**src/rtl/jtframe_db15_tx.sv**
```systemverilog
// DB15 serial joystick adapter emulator: answers host LOAD/CLK strobes by
// shifting {joy2, joy1} out LSB-first on an active-low serial line.
module jtframe_db15_tx #(
   parameter logic [15:0] WDOG = 16'd4800
) (
   input  logic        clk,
   input  logic        rst_n,
   input  logic [15:0] joy1,
   input  logic [15:0] joy2,
   input  logic        joy_load,
   input  logic        joy_clk,
   output logic        joy_data,
   output logic        frame_done,
   output logic        active
);

   typedef enum logic [1:0] {IDLE, LOAD, SHIFT, DONE} state_t;

   state_t      state, state_next;
   logic [2:0]  load_sync, clk_sync;
   logic [31:0] sr, sr_next;
   logic [5:0]  count, count_next;
   logic [15:0] wd, wd_next;
   logic        done_next;
   logic        load_low, load_rise, clk_rise;

   // Bit 0 is the first synchroniser stage, bit 2 the edge-detect stage
   assign load_low  = ~load_sync[1];
   assign load_rise = load_sync[1] & ~load_sync[2];
   assign clk_rise  = clk_sync[1] & ~clk_sync[2];
   assign active    = (state == LOAD) || (state == SHIFT);

   always_comb begin
      state_next = state;
      sr_next    = sr;
      count_next = count;
      wd_next    = wd;
      done_next  = 1'b0;
      case (state)
         IDLE: begin
            if (load_low) state_next = LOAD;
         end
         LOAD: begin
            sr_next    = ~{joy2, joy1};
            count_next = 6'd0;
            if (load_rise) state_next = SHIFT;
         end
         SHIFT: begin
            // A reload request beats a simultaneous shift clock
            if (load_low) begin
               state_next = LOAD;
            end else if (clk_rise) begin
               sr_next = {1'b1, sr[31:1]};
               wd_next = 16'd0;
               if (count == 6'd31) begin
                  count_next = 6'd32;
                  done_next  = 1'b1;
                  state_next = DONE;
               end else if (count != 6'd32) begin
                  count_next = count + 6'd1;
               end
            end else if (wd == WDOG - 16'd1) begin
               state_next = IDLE;
            end else begin
               wd_next = wd + 16'd1;
            end
         end
         DONE: begin
            if (load_low) state_next = LOAD;
         end
         default: state_next = IDLE;
      endcase
      if (state_next != state) wd_next = 16'd0;
   end

   always_ff @(posedge clk) begin
      if (!rst_n) begin
         load_sync  <= 3'b111;
         clk_sync   <= 3'b111;
         state      <= IDLE;
         sr         <= '1;
         count      <= 6'd0;
         wd         <= 16'd0;
         joy_data   <= 1'b1;
         frame_done <= 1'b0;
      end else begin
         load_sync  <= {load_sync[1:0], joy_load};
         clk_sync   <= {clk_sync[1:0], joy_clk};
         state      <= state_next;
         sr         <= sr_next;
         count      <= count_next;
         wd         <= wd_next;
         joy_data   <= (state == IDLE || state == DONE) ? 1'b1 : sr[0];
         frame_done <= done_next;
      end
   end

endmodule

```
**config.mk**
```make
export PLATFORM = sky130hd
export DESIGN_NAME = jtframe_db15_tx
export DESIGN_NICKNAME = d
export VERILOG_FILES = /design/src/rtl/jtframe_db15_tx.sv
export SDC_FILE = /design/constraint.sdc
export NUM_CORES = 1
export LEC_CHECK = 0
export ABC_AREA = 0
export CAP_MARGIN = 20
export CORE_AREA = 2 2 78 80
export DETAILED_ROUTE_END_ITERATION = 8
export DIE_AREA = 0 0 80 82
export GPL_TIMING_DRIVEN = 0
export PLACE_DENSITY = 0.82
export SLEW_MARGIN = 40
export SYNTH_ARGS = -nofsm -noshare
export SYNTH_HDL_FRONTEND = slang
export SYNTH_SLANG_ARGS = --single-unit
```
**constraint.sdc**
```tcl
create_clock -name clk -period 2.3 [get_ports clk]
set_clock_uncertainty 0.05 [all_clocks]
set_input_delay 0.46 -clock clk [delete_from_list [all_inputs] [get_ports clk]]
set_output_delay 0.46 -clock clk [all_outputs]
set_load 0.05 [all_outputs]
```
==> out/results.ini <==
[run_status]
status=complete, no violations

[place]
dp_hpwl_mm=4.79
dpl.cell_count=481
io_buffer_count=38
dpl_cell_area_sq_um=3510
gp_congestion=0.903

[clocking]
insertion_delay_ps=330
clock-sinks=64
clkTransAtPathRegs_ps=70
ctsHoldBuffers=0
clk_path_buf_depth=2
cts_inserted_buffers=9
htreeDepth=3
cts_tree=yes
clockRootBuffer=clkbuf_8

[drt]
vias_per_cell=5.72
drc=0
ant_nets=0
drt_iter0_markers=225
wl_per_cell_um=13.7
num_vias=2837
routed_wl_mm=6.79
dr.pass1.iters=5

[floorplan]
start_util=0.529
io_pins=39
die-height_um=82
num_rows=28
core_sq_um=5750
fp.dieW_um=80
die-area_sq_um=6560

[synth]
avgSynthCellArea_sq_um=8.25
async_flop_share=0
synth_edf_count=0
ys_top_cells_by_area=dfxtp_1 42%, o211ai_1 10%, nand2_1 9.5%, o21ai_0 6.4%, xor2_1 3.7%
synth_commonest_cells=77 x nand2_1, 64 x dfxtp_1, 42 x o211ai_1
synthCells=368
synth_cell_type_count=43
synth_most_common_cell=nand2_1
ys_seq_area_frac=0.422
synth_top_area_cell=dfxtp_1
yosysWarningCount=0
synthFlopType=dfxtp_1
synth.ff_latch_count=64
synth_nets=409
netlist_area_sq_um=3040
yosysTopAreaCellShare=0.422

[cells_and_area]
final_nets=457
syn2layout_area_growth_pct=22.2
fillers=493
design_area_sq_um=3710
antenna-diode-count=0
layout-drive-gt1-share=0.0926
fin_cells=496

[pwr]
p_leak_nw=1.51
ir_worst_vdd_v=0.000331
p_per_area_nw_per_um2=628

[worst_setup_path]
critPathBufInv=3
crit_required_ps=2510
cp_cell_sequence=inv_1 -> ha_4 -> and3_4 -> buf_6 -> a311o_1 -> a311o_4 -> buf_6 -> nor3_2
cp_slowest_cell=dfxtp_2
cp_max_fo=10
worst_setup_path_start_kind=flop
cpLargestDelayFamily=compound AO/OA/AOI/OAI gates
critPathMaxStageDelay_ps=370
cp.arrival_ps=2350
criticalPathCategory=flop to flop
cp_common_cell=buf_6
end_kind=flop

[sta]
worst_pin_slew_ps=626
fin_hold_ws_ps=361
setup_viol=0
final.period_utilization=0.929
post-route-min-period_ps=2140
slew_violations=0
hold_viol_final=0
clock.fmax_mhz=468
slew_headroom=0.583
rsz0062_at_grt=no

[grt]
antenna_found_initial=0
grt_pass1_wl_mm=11.6
grt_util_all_layers=0.225
overflow=0
grt_max_degree=11
grt_pass1_vias=2559

[run]
cap_violations=0

[worst_hold_path]
hold_class=flop to flop

==> what timing repair did <==
| item | in CTS | in global routing |
|---|---|---|
| gates resized for setup | 8 | 9 |
| endpoints found under the setup margin | 31 | 48 |
| setup buffers | 0 | 0 |
==> path summary, 6_finish.rpt <==
| kind | cells past startpoint | from | slack (ps) | endpoint |
|---|---|---|---|---|
| max reg2reg | 8 | state[0]$_SDFF_PN0_ | 160 | wd[13]$_SDFFE_PP0P_ |
| min | 1 | clk_sync[0]$_SDFF_PN1_ | 360 | clk_sync[1]$_SDFF_PN1_ |
| max | 8 | state[0]$_SDFF_PN0_ | 160 | wd[13]$_SDFFE_PP0P_ |
| min reg2reg | 1 | clk_sync[0]$_SDFF_PN1_ | 360 | clk_sync[1]$_SDFF_PN1_ |
==> registers in the layout, summed over array words and instances (netlist names) <==
| name | cells |
|---|---|
| frame_done | 1 |
| joy_data | 1 |
| count | 6 |
| state | 2 |
| load_sync | 3 |
| clk_sync | 3 |
| sr | 32 |
| wd | 16 |
==> stage by stage <==
step	util	TNS [ps]	setup WS [ps]	total power [mW]
6_report	0.646	0	163	2.33
5_1_grt	0.646	0	62.7	2.43
4_1_cts	0.642	0	38.5	2.33
3_5_place_dp	0.611	-1710	-125	1.44
3_3_place_gp	0.611	-2100	-144	1.43
2_1_floorplan	-	0	136	1.34
==> placed cells by master, fill, tap and decap left out, types with 2 or more instances in the layout <==
cell	n
o211ai_1	42
or3_1	3
inv_1	10
dfxtp_1	62
and3_1	4
nand3_1	4
nand2b_1	9
nor3_2	7
o21ai_0	39
xor2_1	13
nand4_1	10
nand2_1	77
clkbuf_1	19
o2111ai_1	2
buf_2	3
a21oi_1	7
clkdlybuf4s50_1	37
clkbuf_2	4
clkbuf_8	9
nor3_1	9
clkinv_2	3
nor2_1	13
buf_6	2
ha_1	4
and2_1	2
nor4b_1	2
dfxtp_2	2
a21boi_0	2
==> layer usage <==
metal / wire length [um] / share of wire / GRT usage / vias to the layer above
met5: 0 / 0 / 0 / -
met4: 57 / 0.0084 / 0.0847 / 0
met3: 440 / 0.065 / 0.0527 / 5
met2: 3130 / 0.46 / 0.363 / 99
met1: 3170 / 0.47 / 0.295 / 1324
li1: - / - / - / 1409
==> cell type report <==
cell class                 count  area (sq um)  share of cell area
multi-input combinational    269          1630               0.439
sequential                    64          1280               0.346
timing repair buffer          38           375               0.101
clock buffer                  12           135              0.0364
buffer                        24           113              0.0303
tap                           75          93.8              0.0253
clock inverter                 4          45.0              0.0121
inverter                      10          37.5              0.0101
==> kinds of logic after synthesis <==
logic type	count (synthesis)	share of synthesized area
AND/OR/NAND/NOR	150	0.248
AO/OA/AOI/OAI	100	0.220
flip-flops	64	0.422
buffers and inverters	35	0.0486
XOR/XNOR	13	0.0375
adder cells (fa/ha/maj)	5	0.0206
multiplexers	1	0.00330
==> report_power, final <==
part           internal (mW)  switching [mW]  total (mW)
registers               1.15          0.0236        1.18
clock network          0.496           0.412       0.908
logic                  0.121           0.122       0.243
total                   1.77           0.557        2.33
No activity file was read; power rests on OpenSTA's default activity.
